===== config.mk =====
export PLATFORM = sky130hd
export DESIGN_NAME = regfile_write_arbiter
export DESIGN_NICKNAME = d
export VERILOG_FILES = /design/src/rtl/regfile_write_arbiter.sv
export SDC_FILE = /design/constraint.sdc
export NUM_CORES = 1
export LEC_CHECK = 0
export CORE_MARGIN = 2
export CORE_UTILIZATION = 53
export DETAILED_ROUTE_END_ITERATION = 16
export PLACE_DENSITY = 0.94
export SETUP_SLACK_MARGIN = 0.1
export SLEW_MARGIN = 0
export SYNTH_ARGS = -nofsm -noshare
export SYNTH_HDL_FRONTEND = slang
export SYNTH_SLANG_ARGS = --single-unit

===== constraint.sdc =====
create_clock -name Clock -period 4.92 [get_ports Clock]
set_input_delay 0.738 -clock Clock [delete_from_list [all_inputs] [get_ports Clock]]
set_output_delay 0.738 -clock Clock [all_outputs]
set_load 0.1 [all_outputs]

===== src/rtl/regfile_write_arbiter.sv =====
// Two-source writeback arbiter for a single register-file write port.
// Each source owns a one-entry holding register; one write is granted per cycle.
module regfile_write_arbiter #(
  parameter int DATA_WIDTH = 32,
  parameter int ADDR_WIDTH = 5,
  parameter bit DROP_ZERO  = 1'b1
) (
  input  logic                       Clock,
  input  logic                       Reset_n,
  input  logic                       AValid,
  output logic                       AReady,
  input  logic [ADDR_WIDTH-1:0]      AAddr,
  input  logic [DATA_WIDTH-1:0]      AData,
  input  logic                       BValid,
  output logic                       BReady,
  input  logic [ADDR_WIDTH-1:0]      BAddr,
  input  logic [DATA_WIDTH-1:0]      BData,
  output logic                       RegWrite,
  output logic [ADDR_WIDTH-1:0]      WriteAddr,
  output logic [DATA_WIDTH-1:0]      WriteData,
  output logic [(2**ADDR_WIDTH)-1:0] Pending,
  output logic                       Idle
);

  localparam int NUM_REGS = 2 ** ADDR_WIDTH;

  logic                  a_full_r;
  logic [ADDR_WIDTH-1:0] a_addr_r;
  logic [DATA_WIDTH-1:0] a_data_r;
  logic                  b_full_r;
  logic [ADDR_WIDTH-1:0] b_addr_r;
  logic [DATA_WIDTH-1:0] b_data_r;
  logic                  last_b_r;
  logic                  b_older_r;
  logic                  reg_write_r;
  logic [ADDR_WIDTH-1:0] write_addr_r;
  logic [DATA_WIDTH-1:0] write_data_r;

  logic                  both_full_s;
  logic                  same_addr_s;
  logic                  grant_a_s;
  logic                  grant_b_s;
  logic                  grant_any_s;
  logic                  a_ready_s;
  logic                  b_ready_s;
  logic                  a_load_s;
  logic                  b_load_s;
  logic                  drop_s;
  logic [ADDR_WIDTH-1:0] grant_addr_s;
  logic [DATA_WIDTH-1:0] grant_data_s;
  logic [NUM_REGS-1:0]   pending_s;

  assign both_full_s = a_full_r && b_full_r;
  assign same_addr_s = (a_addr_r == b_addr_r);

  // Grant selection: age settles same-register conflicts, round-robin otherwise.
  always_comb begin
    grant_a_s = 1'b0;
    grant_b_s = 1'b0;
    case ({a_full_r, b_full_r})
      2'b10: begin
        grant_a_s = 1'b1;
        grant_b_s = 1'b0;
      end
      2'b01: begin
        grant_a_s = 1'b0;
        grant_b_s = 1'b1;
      end
      2'b11: begin
        if (same_addr_s) begin
          grant_a_s = !b_older_r;
        end else begin
          grant_a_s = last_b_r;
        end
        grant_b_s = !grant_a_s;
      end
      default: begin
        grant_a_s = 1'b0;
        grant_b_s = 1'b0;
      end
    endcase
  end

  // Granted entry payload.
  always_comb begin
    grant_addr_s = b_addr_r;
    grant_data_s = b_data_r;
    if (grant_a_s) begin
      grant_addr_s = a_addr_r;
      grant_data_s = a_data_r;
    end else begin
      grant_addr_s = b_addr_r;
      grant_data_s = b_data_r;
    end
  end

  assign grant_any_s = grant_a_s || grant_b_s;
  assign drop_s      = DROP_ZERO && (grant_addr_s == {ADDR_WIDTH{1'b0}});
  // Ready depends only on state, so a source may stream through its slot.
  assign a_ready_s   = !a_full_r || grant_a_s;
  assign b_ready_s   = !b_full_r || grant_b_s;
  assign a_load_s    = AValid && a_ready_s;
  assign b_load_s    = BValid && b_ready_s;

  // Holding registers: load on accept, free on grant.
  always_ff @(posedge Clock) begin
    if (!Reset_n) begin
      a_full_r <= 1'b0;
      a_addr_r <= {ADDR_WIDTH{1'b0}};
      a_data_r <= {DATA_WIDTH{1'b0}};
      b_full_r <= 1'b0;
      b_addr_r <= {ADDR_WIDTH{1'b0}};
      b_data_r <= {DATA_WIDTH{1'b0}};
    end else begin
      if (a_load_s) begin
        a_full_r <= 1'b1;
        a_addr_r <= AAddr;
        a_data_r <= AData;
      end else if (grant_a_s) begin
        a_full_r <= 1'b0;
      end
      if (b_load_s) begin
        b_full_r <= 1'b1;
        b_addr_r <= BAddr;
        b_data_r <= BData;
      end else if (grant_b_s) begin
        b_full_r <= 1'b0;
      end
    end
  end

  // Arbitration history: round-robin pointer and relative age of the two entries.
  always_ff @(posedge Clock) begin
    if (!Reset_n) begin
      last_b_r  <= 1'b1;
      b_older_r <= 1'b0;
    end else begin
      if (both_full_s) begin
        last_b_r <= !last_b_r;
      end
      // A fresh A load is younger than whatever B holds, including a same-edge B load.
      if (a_load_s) begin
        b_older_r <= 1'b1;
      end else if (b_load_s) begin
        b_older_r <= 1'b0;
      end
    end
  end

  // Write-port output stage.
  always_ff @(posedge Clock) begin
    if (!Reset_n) begin
      reg_write_r  <= 1'b0;
      write_addr_r <= {ADDR_WIDTH{1'b0}};
      write_data_r <= {DATA_WIDTH{1'b0}};
    end else if (grant_any_s) begin
      reg_write_r <= !drop_s;
      if (!drop_s) begin
        write_addr_r <= grant_addr_s;
        write_data_r <= grant_data_s;
      end
    end else begin
      reg_write_r <= 1'b0;
    end
  end

  // Pending mask: every register with a write held or on the port.
  always_comb begin
    pending_s = {NUM_REGS{1'b0}};
    for (int r = 0; r < NUM_REGS; r++) begin
      pending_s[r] = ((a_full_r && (a_addr_r == ADDR_WIDTH'(r))) ||
                      (b_full_r && (b_addr_r == ADDR_WIDTH'(r))) ||
                      (reg_write_r && (write_addr_r == ADDR_WIDTH'(r)))) &&
                     !(DROP_ZERO && (r == 0));
    end
  end

  assign AReady    = a_ready_s;
  assign BReady    = b_ready_s;
  assign RegWrite  = reg_write_r;
  assign WriteAddr = write_addr_r;
  assign WriteData = write_data_r;
  assign Pending   = pending_s;
  assign Idle      = !a_full_r && !b_full_r && !reg_write_r;

endmodule


# --- Word level (Yosys, flattened, before mapping) ---
# Index checks and enable logic that the tools add are counted.
word_totals:
  regBits: 116
  input_bits: 78
  out_inout_bits: 73
  elab_cells: 297
classes:
  eq_ne: 97
  mux: 12
  bitwise_logic: 1
  reduce_logical: 176
ops:
  columns: ["operator", "count"]
  rows:
  - ["== test 5 bit, second input constant", 48]
  - ["== test 5 x 4 -> 1 bit, second input constant", 24]
  - ["logical AND 1 bit", 98]
  - ["logical OR 1 bit", 65]
  - ["== test 5 x 3 -> 1 bit, second input constant", 12]
  - ["2-to-1 mux 32 bit", 1]
  - ["== test 5 x 2 -> 1 bit, second input constant", 6]
  - ["== test 5 x 1 -> 1 bit, second input constant", 3]
  - ["2-to-1 mux 1 bit", 8]
  - ["zero test 1 bit", 7]
  - ["nonzero test 2 bit", 3]
  - ["== test 5 bit", 1]
  - ["zero test 5 bit", 1]
  - ["2-to-1 mux 5 bit", 1]
  - ["== test 2 bit, second input constant", 2]
  - ["case mux 1 bit (2 select lines)", 2]
  - ["AND reduction 2 bit", 2]
  - ["== test 2 x 1 -> 1 bit, second input constant", 1]
  - ["inverter 1 bit", 1]

# --- Logic depth before layout (Yosys ltp) ---
depth:
  depth_word: 9
  depth_mapped: 9
  depth_no_buf: 6

# --- Worst setup path after synthesis ---
# No wires, ideal clock.
synth_path:
  path_type: "register to output"
  startpoint: "register write_addr_r[1] (netlist: WriteAddr[1])"
  endpoint: "output port Pending[15]"
  arrival_time_ns: 3.655
  t_required_ns: 4.182
  path_slack_ns: 0.527
  path_stages_with_launch: 4
  path_buffers: 1
  cell_sequence: "dfxtp_1 clkbuf_1 nand2_1 o31ai_1"
synth_via:
  elab_chain_cells: 3
synth_rtl:
  columns: ["item", "line_no", "text"]
  rows:
  - ["from (decl)", "36", "logic [ADDR_WIDTH-1:0] write_addr_r;"]
  - ["from (signal assigned)", "154", "write_addr_r <= {ADDR_WIDTH{1'b0}};"]
  - ["from (signal assigned)", "159", "write_addr_r <= grant_addr_s;"]
  - ["== test 5 x 4 -> 1 bit", "173", "(reg_write_r && (write_addr_r == ADDR_WIDTH'(r)))) &&"]
  - ["logical AND 1 bit", "173", null]
  - ["logical OR 1 bit", "172", "(b_full_r && (b_addr_r == ADDR_WIDTH'(r))) ||"]
  - ["to (decl)", "21", "output logic [(2**ADDR_WIDTH)-1:0] Pending,"]
# Every way passes these cells.

# --- Worst setup path after layout ---
layout_path:
  startpoint: "register b_addr_r[1]"
  endpoint: "output port BReady"
layout_via:
  elab_chain_cells: 6
layout_rtl:
  columns: ["item", "line_no", "text"]
  rows:
  - ["from (decl)", "31", "logic [ADDR_WIDTH-1:0] b_addr_r;"]
  - ["from (signal assigned)", "112", "b_addr_r <= {ADDR_WIDTH{1'b0}};"]
  - ["from (signal assigned)", "124", "b_addr_r <= BAddr;"]
  - ["== test 5 bit", "54", "assign same_addr_s = (a_addr_r == b_addr_r);"]
  - ["2-to-1 mux 1 bit", "70", "if (same_addr_s) begin"]
  - ["2-to-1 mux 1 bit", "60", "case ({a_full_r, b_full_r})"]
  - ["zero test 1 bit", "75", "grant_b_s = !grant_a_s;"]
  - ["case mux 1 bit (2 select lines)", "60", null]
  - ["logical OR 1 bit", "101", "assign b_ready_s = !b_full_r || grant_b_s;"]
  - ["to (decl)", "15", "output logic BReady,"]
# Every way passes these cells. The select of a mux whose other input is x is not followed.

==> run metrics <==
GRT Util Overall=between 20% and 30%; required time of the critical path=between 4 and 5 ns; Post-synth ARST share=0%; gr busiest metal=met2; synth cell count leaders=nand2_1, dfxtp_1, nand3_1; chip height=109.6 um; GR Overflow Total=0; DR DRC count=0; Syn Area/Cell=around 8.5 um2; final period utilization=just over 80%; Clock Latency Late Sink=0.51 ns; Warnings, synthesis=0; gpl congestion=roughly 1.0; # setup viols final=0; # Post-CTS Setup Buffers=0; post-DP HPWL=around 11 mm; Yosys top cell by area=dfxtp_1; register area share after synthesis=39.33%; initial antenna violation count=0; #FFs+latches synth=116; worst min-delay path class=register to register; synth-to-layout area growth=31.72%; post-synthesis xor/xnor area fraction=under 10%; dpl cells=922; Layout Utilization=a little under three quarters; fin crit period=4.074 ns; met1 GRT Util=approximately 35%; drt first pass iters=5; mux share of post-synthesis cell area=12.57%; main combinational cell family by area after synthesis=compound AO/OA/AOI/OAI gates; Worst-path clk slew=about 0.050 ns; fin cells=953; Antenna Nets Post-Route=0; GR Layer Usage met2=between 40% and 50%; Initial Utilization=between 50% and 60%; cts hold-fix bufs=0; Max-cap violations=0; RSZ-0062 raised after global routing=no; Lkg Pwr=approximately 3.2 nW; Clock Skew=about 0.0092 ns; Die X=between 100 and 150 um; DRT iter0 DRCs=between 300 and 400; outcome=completed; P per Cell Area=around 370 mW/mm2; crit path launch type=register; hold slack=around 0.46 ns; share of cells above drive strength 1=slightly below 9%; TritonCTS buffer count=17; Most used DFF post-synth=dfxtp_1; # diodes=0; ranking of synthesized cells by area=dfxtp_1, nand2_1, mux2i_1; Synth Area in Simple Gates=19.43%; r2r setup slk=between 1.5 and 2 ns; Final Max Slew Viols=0; CTS Buffer Depth=2; drt total wl=approximately 17 mm; met3 GRT Util=under 10%; I/O Pins=~150; # clock sinks=between 100 and 150; Synth Instances=694; H-Tree Depth=4; via density per instance=roughly 5.9; critical path class=register to primary output; first-pass GRT wire length=27.14 mm; Final nets=approximately 880; Critical Path AT=between 3 and 4 ns; Root Driver=clkbuf_8; die area=0.01200 mm2; largest net degree at the start of global routing=about 90; synthesized net count=approximately 770; num rows=38; top-count cell post-synth=nand2_1; Adder-Cell Fraction of Synth Area=0%; relative max-transition margin=24.69%; share of the synthesized area in the top cell type=39.33%; Fmax achieved=around 250 MHz; post-synthesis compound-gate area fraction=around a fifth; PortBufs=149; library cells used by synthesis=41; fillcell total=~770; PostCTS Resize Cnt=0; synthesized area=~0.006 mm2; CP max FO=12; CTS tree=built; post-route setup TNS=0 ns; WL per Instance=between 15 and 20 um; VDD IR max=around 0.27 mV; Final Hold Vio Count=0; crit end category=primary output; via count=5,605; CORE AREA=0.01084 mm2; number of synthesized flops with an enable pin=0; vias in the first global route=around 5,500; worst slew pin tran=roughly 1.1 ns
## logic make-up after synthesis
family          count (synthesis)
compound gates                160
xor+xnor                        6
buf+inv                        74
flops                         116
mux                            70
other cells                     1
simple gates                  267
## registers in the layout (all words and copies together), names as in the netlist, 5 cells and up
register / flops
a_addr_r: 5
a_data_r: 32
b_data_r: 32
WriteData: 32
b_addr_r: 5
WriteAddr: 5
## worst max-delay path: stages (launching register included)
cell,delay (ns)
dfxtp_1,0.65
xnor2_2,0.17
nand2_1,0.16
o21a_1,0.29
or2_1,0.28
nand3_1,0.13
clkdlybuf4s50_1,1.15
## where the power goes
part / total [mW] / internal [mW] / switching, mW
clock: 1.06 / 0.664 / 0.400
combinational: 0.721 / 0.234 / 0.486
sequential: 1.08 / 1.02 / 0.0653
total: 2.87 / 1.91 / 0.952
## cells in the final DEF (no fill, tap or decap), types with 6 or more instances in the layout
cell	netlist	final
dfxtp_1	116	116
clkbuf_16	0	16
o311a_1	34	33
clkdlybuf4s50_1	0	148
o21ai_1	9	9
nor2_1	15	15
o21bai_1	33	33
buf_4	6	7
mux2i_1	37	37
nor2b_1	12	12
inv_1	7	7
nand3_1	38	38
mux2_2	28	28
nand2_1	177	177
a32oi_1	18	18
a22oi_1	14	14
a21oi_1	6	6
o21ai_0	34	34
nor3_1	8	8
## routing by layer
metal | vias up | part of all wire (%)
li1 | 2681 | -
met1 | 2644 | 41
met2 | 240 | 49
met3 | 40 | 7.3
met4 | 0 | 2.9
met5 | - | 0
## worst paths after layout
check                            start                   endpoint  cells after the start
max           b_addr_r[1]$_SDFFE_PN0P_                     BReady                      6
min          b_data_r[28]$_SDFFE_PN0P_  b_data_r[28]$_SDFFE_PN0P_                      2
max reg2reg   b_addr_r[1]$_SDFFE_PN0P_  b_data_r[30]$_SDFFE_PN0P_                      7
min reg2reg  b_data_r[28]$_SDFFE_PN0P_  b_data_r[28]$_SDFFE_PN0P_                      2
## cell type report
type	count	area, um2	area share [%]
Multi-Input combinational cell	504	3207	41.23
Sequential cell	116	2322	29.86
Timing Repair Buffer	155	1534	19.72
Clock buffer	26	488.0	6.274
Tap cell	140	175.2	2.252
Inverter	7	26.28	0.3378
Clock inverter	5	25.02	0.3218
## metrics by stage
stage	setup slack, ns	total power, mW	area, um2
5_1_grt	0.6644	2.960	7777
4_1_cts	0.8394	2.871	7777
3_3_place_gp	1.429	1.795	7264
2_1_floorplan	0.5275	1.620	5904
3_5_place_dp	1.385	1.810	7264
6_report	0.8459	2.867	7777
Note: power is estimated with default switching activity, not from simulation.
